===== config.mk =====
export PLATFORM = sky130hd
export DESIGN_NAME = vgachargen_apb_bridge
export DESIGN_NICKNAME = d
export VERILOG_FILES = /design/src/rtl/vgachargen_apb_bridge.sv
export SDC_FILE = /design/constraint.sdc
export NUM_CORES = 1
export LEC_CHECK = 0
export ABC_CLOCK_PERIOD_IN_PS = 4300
export CAP_MARGIN = 20
export CELL_PAD_IN_SITES_DETAIL_PLACEMENT = 2
export CELL_PAD_IN_SITES_GLOBAL_PLACEMENT = 2
export CORE_AREA = 2 2 204 206
export DETAILED_ROUTE_END_ITERATION = 8
export DIE_AREA = 0 0 206 208
export GPL_ROUTABILITY_DRIVEN = 0
export MAX_ROUTING_LAYER = met4
export PLACE_DENSITY_LB_ADDON = 0.1
export SLEW_MARGIN = 40
export SYNTH_ARGS = -nofsm -noshare
export SYNTH_HDL_FRONTEND = slang
export SYNTH_SLANG_ARGS = --single-unit

===== constraint.sdc =====
create_clock -name clk_i -period 4.3 [get_ports clk_i]
set_input_delay 1.29 -clock clk_i [delete_from_list [all_inputs] [get_ports clk_i]]
set_output_delay 1.29 -clock clk_i [all_outputs]
set_load 0.1 [all_outputs]

===== src/rtl/vgachargen_apb_bridge.sv =====
// APB3 slave giving word-level access to the character map, colour map and
// RAM glyph table; 32-bit glyph writes are merged into 128-bit rows.
module vgachargen_apb_bridge #(
    parameter int CH_MAP_DEPTH = 2400,
    parameter int CH_T_DEPTH = 128,
    localparam int CH_MAP_ADDR_WIDTH = 12,
    localparam int CH_MAP_DATA_WIDTH = 8,
    localparam int CH_T_ADDR_WIDTH = 7,
    localparam int CH_T_DATA_WIDTH = 128
) (
    input  logic                         clk_i,
    input  logic                         rst_i,
    input  logic                         psel_i,
    input  logic                         penable_i,
    input  logic                         pwrite_i,
    input  logic [15:0]                  paddr_i,
    input  logic [31:0]                  pwdata_i,
    output logic [31:0]                  prdata_o,
    output logic                         pready_o,
    output logic                         pslverr_o,
    output logic [CH_MAP_ADDR_WIDTH-1:0] ch_map_addr_o,
    output logic [CH_MAP_DATA_WIDTH-1:0] ch_map_data_o,
    output logic                         ch_map_wen_o,
    input  logic [CH_MAP_DATA_WIDTH-1:0] ch_map_data_i,
    output logic [CH_MAP_ADDR_WIDTH-1:0] col_map_addr_o,
    output logic [CH_MAP_DATA_WIDTH-1:0] col_map_data_o,
    output logic                         col_map_wen_o,
    input  logic [CH_MAP_DATA_WIDTH-1:0] col_map_data_i,
    output logic [CH_T_ADDR_WIDTH-1:0]   ch_t_rw_addr_o,
    output logic [CH_T_DATA_WIDTH-1:0]   ch_t_rw_data_o,
    output logic                         ch_t_rw_wen_o,
    input  logic [CH_T_DATA_WIDTH-1:0]   ch_t_rw_data_i
);

    localparam logic [11:0] MAP_LIM = 12'(CH_MAP_DEPTH);
    localparam logic [9:0]  T_LIM   = 10'(CH_T_DEPTH);

    typedef enum logic [2:0] {
        IDLE,
        RD_ADDR,
        RD_CAPT,
        WRITE,
        RESP
    } state_e;

    state_e state_q, state_d;

    logic [1:0]  region;
    logic [11:0] idx;
    logic        setup;
    logic        access;
    logic        dec_err;
    logic        unused_lsb;

    logic [1:0]  region_q;
    logic [1:0]  word_q;
    logic        write_q;
    logic        err_q;
    logic [31:0] wdata_q;
    logic [CH_T_DATA_WIDTH-1:0] merged_row;

    assign region     = paddr_i[15:14];
    assign idx        = paddr_i[13:2];
    assign setup      = psel_i & ~penable_i;
    assign access     = psel_i & penable_i;
    assign unused_lsb = ^paddr_i[1:0];

    always_comb begin
        dec_err = 1'b1;
        unique case (region)
            2'd0, 2'd1: dec_err = (idx >= MAP_LIM);
            2'd2:       dec_err = (idx[11:2] >= T_LIM);
            default:    dec_err = 1'b1;
        endcase
    end

    always_comb begin
        merged_row = ch_t_rw_data_i;
        merged_row[{word_q, 5'b0} +: 32] = wdata_q;
    end

    always_ff @(posedge clk_i) begin
        if (rst_i) state_q <= IDLE;
        else       state_q <= state_d;
    end

    always_comb begin
        state_d = state_q;
        unique case (state_q)
            IDLE: begin
                if (setup) begin
                    if (dec_err)
                        state_d = RESP;
                    else if (pwrite_i && region != 2'd2)
                        state_d = WRITE;
                    else
                        state_d = RD_ADDR;
                end
            end
            RD_ADDR: state_d = RD_CAPT;
            RD_CAPT: state_d = write_q ? WRITE : RESP;
            WRITE:   state_d = RESP;
            RESP:    if (access) state_d = IDLE;
            default: state_d = IDLE;
        endcase
    end

    assign pready_o      = (state_q == RESP);
    assign pslverr_o     = pready_o & err_q;
    assign ch_map_wen_o  = (state_q == WRITE) && (region_q == 2'd0);
    assign col_map_wen_o = (state_q == WRITE) && (region_q == 2'd1);
    assign ch_t_rw_wen_o = (state_q == WRITE) && (region_q == 2'd2);

    always_ff @(posedge clk_i) begin
        if (rst_i) begin
            region_q       <= '0;
            word_q         <= '0;
            write_q        <= 1'b0;
            err_q          <= 1'b0;
            wdata_q        <= '0;
            prdata_o       <= '0;
            ch_map_addr_o  <= '0;
            ch_map_data_o  <= '0;
            col_map_addr_o <= '0;
            col_map_data_o <= '0;
            ch_t_rw_addr_o <= '0;
            ch_t_rw_data_o <= '0;
        end else begin
            unique case (state_q)
                IDLE: begin
                    if (setup) begin
                        region_q <= region;
                        word_q   <= idx[1:0];
                        write_q  <= pwrite_i;
                        err_q    <= dec_err;
                        wdata_q  <= pwdata_i;
                        if (dec_err) begin
                            prdata_o <= '0;
                        end else begin
                            unique case (region)
                                2'd0: begin
                                    ch_map_addr_o <= idx;
                                    if (pwrite_i) ch_map_data_o <= pwdata_i[7:0];
                                end
                                2'd1: begin
                                    col_map_addr_o <= idx;
                                    if (pwrite_i) col_map_data_o <= pwdata_i[7:0];
                                end
                                default: ch_t_rw_addr_o <= idx[8:2];
                            endcase
                        end
                    end
                end
                // Glyph writes only reach here as the read half of the RMW
                RD_CAPT: begin
                    if (write_q) begin
                        ch_t_rw_data_o <= merged_row;
                    end else begin
                        unique case (region_q)
                            2'd0:    prdata_o <= {24'h0, ch_map_data_i};
                            2'd1:    prdata_o <= {24'h0, col_map_data_i};
                            default: prdata_o <= ch_t_rw_data_i[{word_q, 5'b0} +: 32];
                        endcase
                    end
                end
                default: ;
            endcase
        end
    end

endmodule


# Word-level counts from Yosys, hierarchy flattened
# Cells that the tools add are included.
# op_classes
add_sub_neg	1
shift	3
n_lt_le_gt_ge	2
multipliers	0
eq_ne	13
div	0
muxes	13
n_reduce_logical	18
n_bitwise	6
# op_table
op	n
$bwmux 128	1
$pmux 32 s2	2
$shift 32x9->128 const A	1
$shiftx 128x8->32	1
$shiftx 32x9->128	1
$mux 32	3
$reduce_and 4->1	4
$pmux 3 s5	1
$ge 12x12->1 const B	1
$mux 3	4
$ge 10x8->1 const B	1
$reduce_and 5->1	2
$neg 7->9	1
$ne 2x2->1 const B	4
$eq 3x2->1 const B	2
$reduce_and 2->1	3
$eq 2x1->1 const B	2
$eq 2x2->1 const B	2
$logic_and 1x1->1	4
$logic_not 2->1	2
$and 1x1->1	3
$eq 3x1->1 const B	1
$eq 3x3->1 const B	1
$logic_not 3->1	1
other kinds (6)	8
# word_totals
latch_bits	0
rom_bits	0
ram_bits	0
regBits	248
wordCells	69
out_inout_bits	212
memories	0

# Logic depth before layout (Yosys ltp)
# Gate-level depths: netlist of run 1.
# logic_depth
ltp_word	6
ltp_mapped	9

# Worst setup path before layout of run 1
# No wires, ideal clock.
# synth_timing
kind	flip-flop to output port
start	reg region_q[0]
end	out col_map_wen_o
t_required_ns	3.010
arrival_ns	3.013
setup_slack_ns	-0.003
path_stages_with_launch	3
path_cell_list	dfxtp_1 -> buf_1 -> nor3b_1
# synth_between
elab_chain_cells	2
# synth_rtl
element	line	source
from (decl)	55	logic [1:0] region_q;
from (signal assigned)	132	region_q <= region;
$eq 2x1->1	111	assign col_map_wen_o = (state_q == WRITE) && (region_q == 2'd1);
$logic_and 1x1->1	111	
to (decl)	27	output logic col_map_wen_o,
# No other way between the ends.

# Worst setup path in the final report of run 1
# layout_timing
start	reg region_q[1]
end	out ch_t_rw_wen_o
# layout_between
elab_chain_cells	2
# layout_rtl
element	line	source
$eq 2x2->1	112	assign ch_t_rw_wen_o = (state_q == WRITE) && (region_q == 2'd2);
$logic_and 1x1->1	112	
to (decl)	31	output logic ch_t_rw_wen_o,
# No other way between the ends.

==> reports/qor.yml, run 1 <==
outcome:
  status: "finished clean"
critical_path:
  path_max_fanout: 17
  critical_path_arrival_ns: 2.09
  startpoint_type: "register"
  critPathCaptureType: "output pin"
  r2r-start: "word_q[1]"
  r2r_cells: 7
  r2r-end: "ch_t_rw_data_o[106]"
  crit_type: "reg2out"
  required_ns: 3.01
  regToRegSetupSlack_ns: 1.87
timing:
  tightest_slew_ns: 0.708
  fin_crit_ns: 3.38
  rsz0062_at_grt: "false"
  finalCritPeriodShare_pct: 78.6
  drv_slew: 0
  hold_viol_final: 0
  setup_viol: 0
  fmax_mhz: 296
  fin_tns_setup_ns: 0
  clock_skew_ns: 0.0133
  slew_headroom_pct: 52.8
cells_and_area:
  area_growth_syn_to_layout_pct: 41.5
  fillers: 4549
  nNetsFinal: 1765
  instances_no_fill: 2123
  drive_gt1_share_pct: 21.3
  seq_area_um2: 4970
  multi_input_area_um2: 5440
grt:
  grt_max_degree: 129
  first_global_vias: 12000
  grt_use_total_pct: 24.1
  antenna_found_initial: 10
  grt_pass1_wl_um: 76500
  overflow: 0
synthesis:
  yosysMostFrequentCell: "dfxtp_1"
  ys_ff_latch: 248
  synth_edf_count: 0
  synth_cells: 1218
  yosysTopAreaCell: "dfxtp_1"
  netlist_top_cells_count: "248 x dfxtp_1, 139 x nor2_1, 132 x nor3_1"
  syn_area_per_cell_um2: 8.93
  synth_nets: 1420
  syn_area_um2: 10900
  yosysWarnings: 0
  synth_cell_types: 38
  synth_top_cells_by_area: "dfxtp_1 46%, a221oi_1 10%, mux4_2 6.6%, nor3_1 6.1%, nor2_1 4.8%"
  async_reset_ff_share_pct: 0
  synth_ff_type: "dfxtp_1"
  synth-seq-area-share_pct: 45.6
  synth_top_area_share_pct: 45.6
clock_network:
  htreeDepth: 1
  cts_buffer_depth: 3
  cts.clk_slew.worst_paths_ns: 0.06
  clockRootBuffer: "clkbuf_16"
  cts_tree: "yes"
  numCtsBuffers: 31
  cts_sinks: 248
  clock_latency_ns: 0.57
  cts_setup_buffers: 0
  cts_resized: 0
  cts_hold_buf: 0
drt:
  drt-wirelength-per-cell_um: 24.4
  drt-initial-drc-count: 482
  vias: 11300
  firstDrtPassIters: 5
  viasPerCell: 5.32
  ant_nets: 0
  drc_errors: 0
  routed_wl_um: 51800
floorplanning:
  rows: 74
  die-height_um: 208
  core_um2: 40600
  start_util_pct: 26.8
  io_pins: 409
  fp.dieArea_um2: 42800
  die_x_um: 206
run:
  maxCapViolCount: 0
power:
  p_leak_nw: 5.76
  peakVddDrop_v: 0.000251
  power_density_nw_per_um2: 355
placement:
  dpl.hpwl_um: 35700
  port_buffers: 406
  dp_cells: 2061
hold_path:
  worstHoldEndpoint: "err_q"
  hold_path_depth: 2
  hp-class: "reg2reg"
  worstHoldStart: "err_q"
[where the power goes]
group          internal (W)  switching (W)
Clock               0.00140        0.00101
Sequential          0.00233      0.0000419
Combinational      0.000291       0.000390
Total               0.00401        0.00145
[state kept, by name (all words and copies together), names as in the netlist, 3 cells and up]
| signal | count |
|---|---|
| col_map_data_o | 8 |
| ch_map_addr_o | 12 |
| ch_t_rw_addr_o | 7 |
| prdata_o | 32 |
| ch_t_rw_data_o | 128 |
| col_map_addr_o | 12 |
| ch_map_data_o | 8 |
| wdata_q | 32 |
| state_q | 3 |
[worst max path at each step]
stage | end | slack (ns) | startpoint
2_1_floorplan | ch_t_rw_wen_o | 0.14 | region_q[1]
3_3_place_gp | ch_t_rw_addr_o[5] | 0.92 | paddr_i[13]
3_5_place_dp | col_map_addr_o[3] | 0.92 | psel_i
4_1_cts | ch_t_rw_wen_o | 0.90 | region_q[1]
5_1_grt | ch_t_rw_wen_o | 0.75 | region_q[1]
6_report | ch_t_rw_wen_o | 0.92 | region_q[1]
[placed cells by master (no fill, tap or decap), types with 3 or more instances in the layout]
| cell | netlist | routed |
|---|---|---|
| buf_12 | 0 | 5 |
| nor2b_1 | 3 | 3 |
| mux2i_1 | 47 | 47 |
| clkbuf_16 | 0 | 31 |
| nor4b_2 | 2 | 3 |
| inv_1 | 8 | 4 |
| o211ai_1 | 9 | 9 |
| buf_4 | 3 | 31 |
| nand2b_1 | 37 | 37 |
| nand4_1 | 24 | 24 |
| buf_2 | 14 | 205 |
| a221oi_1 | 128 | 128 |
| ha_1 | 5 | 5 |
| a21oi_1 | 80 | 80 |
| mux4_2 | 32 | 32 |
| o21ai_0 | 42 | 42 |
| nor2_1 | 139 | 137 |
| clkbuf_8 | 0 | 6 |
| nor3_1 | 132 | 131 |
| nand2_1 | 112 | 111 |
| clkbuf_1 | 102 | 11 |
| dfxtp_1 | 248 | 246 |
| diode_2 | 0 | 10 |
| or3_1 | 7 | 7 |
| nand3_1 | 20 | 20 |
| clkdlybuf4s50_1 | 0 | 193 |
[cell families (layout without fill, tap and decap cells)]
logic type	Yosys count	in the layout	synth area share, %
AO/OA/AOI/OAI	264	264	16.9
adder cells (fa/ha/maj)	5	5	0.575
buffers and inverters	134	497	4.96
flip-flops	248	248	45.6
multiplexers	79	79	10.9
other	0	10	0
AND/OR/NAND/NOR	488	488	20.9
[layout make-up]
| class | instances | share of cell area (%) |
|---|---|---|
| multi-input cells | 836 | 35.4 |
| flip-flops and latches | 248 | 32.3 |
| repair buffers | 437 | 21.7 |
| clock buffers | 47 | 5.75 |
| well taps | 532 | 4.32 |
| inverters | 9 | 0.252 |
| clock inverters | 4 | 0.171 |
| diodes | 10 | 0.163 |
[critical path: stages, from the launching register on]
cell and delay, ns:
dfxtp_1 0.42, clkinv_1 0.44, nor3_1 0.31, buf_4 0.34
[routing by layer]
layer	track usage (%)	wire length (um)	up-vias
li1	-	-	5165
met1	28.9	21700	5715
met2	39.3	24800	349
met3	6.69	4140	61
met4	6.65	1150	0
met5	-	0	-
[metrics by stage]
stage	instance area, um2	hold WS [ns]	power, W	utilization, %	worst slack (ns)
after detailed placement	14500	0.462	0.00310	35.6	0.922
final	15400	0.463	0.00546	38.0	0.920
after CTS	15400	0.470	0.00554	37.9	0.901
after floorplan	10900	0.432	0.00273	-	0.138
after global placement	15400	0.446	0.00310	38.0	0.925
after global routing	15400	0.490	0.00569	38.0	0.747
No activity file was read; power rests on OpenSTA's default activity.
==> inputs of run 2 (changes only) <==
ABC_CLOCK_PERIOD_IN_PS = 3400   (was 4300)
CORE_AREA = 2 2 212 214   (was 2 2 204 206)
DIE_AREA = 0 0 214 216   (was 0 0 206 208)
clock period = 3.4 ns   (was 4.3 ns; I/O delays follow)
==> run 2 against run 1 <==
Cell area increased by 4.9%. Non-clock buffer count increased by 6. Worst setup slack got worse by 0.62 ns. Global-route usage decreased by 0.59 points. Critical path type unchanged.
==> reports/qor.yml, run 2 (same netlist as run 1, synthesis figures left out) <==
timing:
  tightest_slew_ns: 0.690
  hold_viol_final: 0
  finalCritPeriodShare_pct: 91.1
  whs_ns: 0.476
  fmax_mhz: 323
  clock_skew_ns: 0.0203
  setup_viol: 0
  rsz0062_at_grt: "false"
  fin_tns_setup_ns: 0
  fin_crit_ns: 3.10
  slew_headroom_pct: 54.0
  drv_slew: 0
floorplanning:
  fp.dieArea_um2: 46200
  core_um2: 43800
  die-height_um: 216
  rows: 77
  die_x_um: 214
  io_pins: 409
  start_util_pct: 24.8
grt:
  grt_pass1_wl_um: 80400
  overflow: 0
  grt_max_degree: 129
  first_global_vias: 12200
  antenna_found_initial: 10
  grt_use_total_pct: 23.5
cells_and_area:
  final_common_cell: "dfxtp_1"
  nNetsFinal: 1771
  post-route-cell-area_um2: 16200
  instances_no_fill: 2195
  multi_input_area_um2: 5450
  fillers: 4861
  seq_area_um2: 4970
  drive_gt1_share_pct: 22.2
  final_util_pct: 36.8
  largest_reg_flops: 128
  final_cell_mix: "246 x dfxtp_1, 241 x buf_4, 193 x clkdlybuf4s50_1"
  reg_top3: "ch_t_rw_data_o (128), prdata_o (32), wdata_q (32)"
  top_register: "ch_t_rw_data_o"
  area_growth_syn_to_layout_pct: 48.4
clock_network:
  cts_buffer_depth: 3
  cts_tree: "yes"
  clockRootBuffer: "clkbuf_16"
  numCtsBuffers: 31
  cts_resized: 0
  clock_latency_ns: 0.57
  cts_hold_buf: 0
  htreeDepth: 1
  cts_setup_buffers: 0
  cts_sinks: 248
  cts.clk_slew.worst_paths_ns: 0.06
placement:
  placed_cell_area_um2: 15100
  port_buffers: 406
  dpl.hpwl_um: 36900
  dp_cells: 2127
hold_path:
  worstHoldEndpoint: "prdata_o[27]"
  hp-class: "reg2reg"
  worstHoldStart: "prdata_o[27]"
  hold_path_depth: 2
drt:
  viasPerCell: 5.18
  ant_nets: 0
  firstDrtPassIters: 4
  routed_wl_um: 54200
  drc_errors: 0
  drt-wirelength-per-cell_um: 24.7
  vias: 11400
  drt-initial-drc-count: 551
critical_path:
  r2r-start: "word_q[0]"
  startpoint_type: "register"
  required_ns: 2.38
  r2r-end: "ch_t_rw_data_o[88]"
  path_max_fanout: 17
  critPathCaptureType: "output pin"
  r2r_cells: 6
  critical_path_arrival_ns: 2.08
  regToRegSetupSlack_ns: 0.83
  crit_type: "reg2out"
power:
  intPower_w: 0.00527
  pwr-share-comb_pct: 12.2
  seqPwrFrac_pct: 41.5
  p_sw_w: 0.00194
  p_leak_nw: 5.80
  clock_power_share_pct: 46.4
  peakVddDrop_v: 0.000193
  p_sw_share_pct: 27.0
  power_density_nw_per_um2: 447
run:
  maxCapViolCount: 0
outcome:
  status: "finished clean"
-- run 2: cell types whose count changed in the layout (fill, tap and decap cells not counted), sizes merged --
cell | previous run | this run
inv | 9 | 8
clkbuf | 48 | 45
clkinvlp | 1 | 4
buf | 243 | 249
bufinv | 0 | 2
clkinv | 3 | 8
-- run 2: power groups by stage --
stage / Clock (W) / Combinational [W] / Sequential (W)
global placement: 0 / 0.000881 / 0.00306
global route: 0.00358 / 0.000931 / 0.00300
CTS: 0.00345 / 0.000889 / 0.00299
floorplan: 0 / 0.000344 / 0.00310
detailed placement: 0 / 0.000886 / 0.00306
finish: 0.00334 / 0.000877 / 0.00299
-- run 2: worst max-delay path by stage --
stage	from	to	cells after the start
after floorplan	region_q[0]	col_map_wen_o	2
after global placement	psel_i	col_map_addr_o[0]	5
after detailed placement	psel_i	col_map_addr_o[9]	5
after CTS	region_q[1]	ch_t_rw_wen_o	3
after global routing	region_q[1]	ch_t_rw_wen_o	3
final	region_q[1]	ch_t_rw_wen_o	3
-- run 2: through the flow --
stage	total power, W	worst slack [ns]
final	0.00721	0.304
after global routing	0.00751	0.148
after CTS	0.00734	0.268
after detailed placement	0.00394	0.167
after global placement	0.00394	0.397
after floorplan	0.00345	0.307
-- run 2: final cells by class --
| class | count | share of cell area (%) |
|---|---|---|
| inverters | 9 | 0.209 |
| multi-input cells | 836 | 33.7 |
| clock buffers | 44 | 5.48 |
| well taps | 592 | 4.59 |
| clock inverters | 13 | 0.821 |
| diodes | 10 | 0.155 |
| flip-flops and latches | 248 | 30.8 |
| repair buffers | 443 | 24.2 |
-- run 2: metal layers --
metal | vias to the layer above | share of wire (%) | track usage, %
met5 | - | 0 | -
met4 | 0 | 1.9 | 6.11
met1 | 5756 | 43 | 28.6
met2 | 352 | 47 | 38.0
met3 | 60 | 7.5 | 6.78
li1 | 5206 | - | -
-- run 2: critical path: stages (launching register included) --
cell and delay, ns:
dfxtp_1 0.44, clkinv_1 0.45, nor3_2 0.38, buf_12 0.21
==> inputs of run 3 (changes only) <==
ABC_CLOCK_PERIOD_IN_PS = 3200   (was 3400)
CORE_AREA = 2 2 244 186   (was 2 2 212 214)
DIE_AREA = 0 0 246 188   (was 0 0 214 216)
clock period = 3.2 ns   (was 3.4 ns; I/O delays follow)
==> run 3 against run 2 <==
Clock-buffer cell count decreased by 1. Combinational power increased by 9.2%. Global-route usage increased by 0.40 points. Largest power group unchanged.
==> reports/qor.yml, run 3 (same netlist as run 1, synthesis figures left out) <==
cells_and_area:
  nNetsFinal: 1780
  fillers: 4843
  post-route-cell-area_um2: 16300
  reg_top3: "ch_t_rw_data_o (128), prdata_o (32), wdata_q (32)"
  drive_gt1_share_pct: 22.7
  top_register: "ch_t_rw_data_o"
  final_common_cell: "buf_4"
  area_growth_syn_to_layout_pct: 49.9
  largest_reg_flops: 128
  final_cell_mix: "247 x buf_4, 246 x dfxtp_1, 193 x clkdlybuf4s50_1"
timing:
  finalCritPeriodShare_pct: 92.1
  drv_slew: 0
  fin_tns_setup_ns: 0
  fin_crit_ns: 2.95
  rsz0062_at_grt: "false"
  fmax_mhz: 339
  clock_skew_ns: 0.0129
  slew_headroom_pct: 43.9
  hold_viol_final: 0
  tightest_slew_ns: 0.841
  setup_viol: 0
grt:
  overflow: 0
  use_met1_pct: 30.3
  first_global_vias: 12500
  grt_util_met2_pct: 38.4
  grt_max_degree: 160
  top_usage_layer: "met2"
  antenna_found_initial: 8
  gr-usage-met3_pct: 5.75
  grt_pass1_wl_um: 81500
  grt_use_total_pct: 23.9
hold_path:
  worstHoldStart: "err_q"
  hp-class: "reg2reg"
  worstHoldEndpoint: "err_q"
  hold_path_depth: 2
drt:
  drt-initial-drc-count: 505
  drc_errors: 0
  drt-wirelength-per-cell_um: 24.9
  firstDrtPassIters: 4
  vias: 11400
  viasPerCell: 5.19
  ant_nets: 0
  routed_wl_um: 54600
floorplanning:
  rows: 67
  start_util_pct: 24.7
  fp.dieArea_um2: 46200
  die_x_um: 246
  io_pins: 409
  die-height_um: 188
  core_um2: 44000
critical_path:
  r2r-end: "ch_t_rw_data_o[43]"
  required_ns: 2.24
  critical_path_arrival_ns: 1.99
  r2r_cells: 7
  critPathBufInv: 1
  crit_type: "reg2out"
  cp_cell_sequence: "nor2b_1, nand2_1, nor3b_2, buf_12"
  path_delay_family: "simple AND/OR/NAND/NOR gates"
  path_max_fanout: 9
  startpoint_type: "register"
  slowest_stage: "dfxtp_1"
  r2r-start: "word_q[0]"
  regToRegSetupSlack_ns: 0.77
  slowest_delay_ns: 0.51
  critPathCaptureType: "output pin"
clock_network:
  cts_buffer_depth: 3
  cts_hold_buf: 0
  htreeDepth: 1
  clock_latency_ns: 0.57
  numCtsBuffers: 31
  cts_setup_buffers: 0
  cts_sinks: 248
  cts.clk_slew.worst_paths_ns: 0.06
  cts_tree: "yes"
  clockRootBuffer: "clkbuf_16"
  cts_resized: 0
power:
  power_density_nw_per_um2: 487
  clock_power_share_pct: 47.9
  peakVddDrop_v: 0.000398
  intPower_w: 0.00587
  pwr-share-comb_pct: 12.1
  p_sw_share_pct: 26.1
  p_leak_nw: 5.91
  p_sw_w: 0.00207
  seqPwrFrac_pct: 40.1
placement:
  port_buffers: 406
  dpl.hpwl_um: 36700
  placed_cell_area_um2: 15200
run:
  maxCapViolCount: 0
outcome:
  status: "finished clean"
[run 3: cell types whose count changed in the layout (fill, tap and decap cells not counted)]
cell / change
bufinv_16: +3
clkinvlp_4: -4
buf_12: +2
clkinv_2: +2
buf_6: +1
clkinv_4: -1
inv_6: +1
clkbuf_8: +1
diode_2: -2
buf_4: +6
clkbuf_1: -2
[run 3: worst max-delay path by stage]
stage,to,startpoint,cells after the start
after CTS,col_map_wen_o,state_q[1],4
final,col_map_wen_o,state_q[1],4
after detailed placement,state_q[2],paddr_i[8],6
after floorplan,col_map_wen_o,region_q[0],2
after global placement,prdata_o[16],psel_i,6
after global routing,col_map_wen_o,state_q[1],4
[run 3: routing by layer]
metal | part of all wire (%) | vias to the layer above
met1 | 45 | 5821
li1 | - | 5216
met3 | 6.6 | 60
met4 | 1.8 | 0
met2 | 47 | 298
met5 | 0 | -
[run 3: through the flow]
stage | setup slack (ns) | hold slack [ns] | total power, W | util (%) | cells
CTS | 0.215 | 0.468 | 0.00808 | 37.0 | 2188
floorplan | 0.167 | 0.432 | 0.00366 | - | 1218
detailed placement | 0.159 | 0.459 | 0.00421 | 34.5 | 2131
global placement | 0.209 | 0.449 | 0.00421 | 34.5 | 2131
finish | 0.251 | 0.460 | 0.00794 | 37.1 | 2196
global route | 0.115 | 0.502 | 0.00826 | 37.1 | 2196
[run 3: worst reg2reg max path, stage by stage (launching register included)]
cell	delay, ns
dfxtp_4	0.52
buf_4	0.43
ha_1	0.25
inv_2	0.06
nor4b_4	0.27
buf_4	0.46
a221oi_1	0.21
nor3_1	0.16
[run 3: area by class of cell]
| class | instances | area (um2) | area share, % |
|---|---|---|---|
| multi-input combinational | 836 | 5450 | 33.4 |
| timing repair buffer | 452 | 4010 | 24.6 |
| clock buffer | 43 | 891 | 5.46 |
| tap | 586 | 733 | 4.50 |
| inverter | 9 | 33.8 | 0.207 |
| clock inverter | 14 | 203 | 1.24 |
| antenna | 8 | 20.0 | 0.123 |
| sequential | 248 | 4970 | 30.5 |
[run 3: power by group through the flow]
stage | Sequential (W) | Combinational, W | Clock [W]
after detailed placement | 0.00325 | 0.000964 | 0
after CTS | 0.00318 | 0.000967 | 0.00393
final | 0.00318 | 0.000958 | 0.00380
after floorplan | 0.00330 | 0.000366 | 0
after global placement | 0.00325 | 0.000960 | 0
after global routing | 0.00318 | 0.00102 | 0.00406
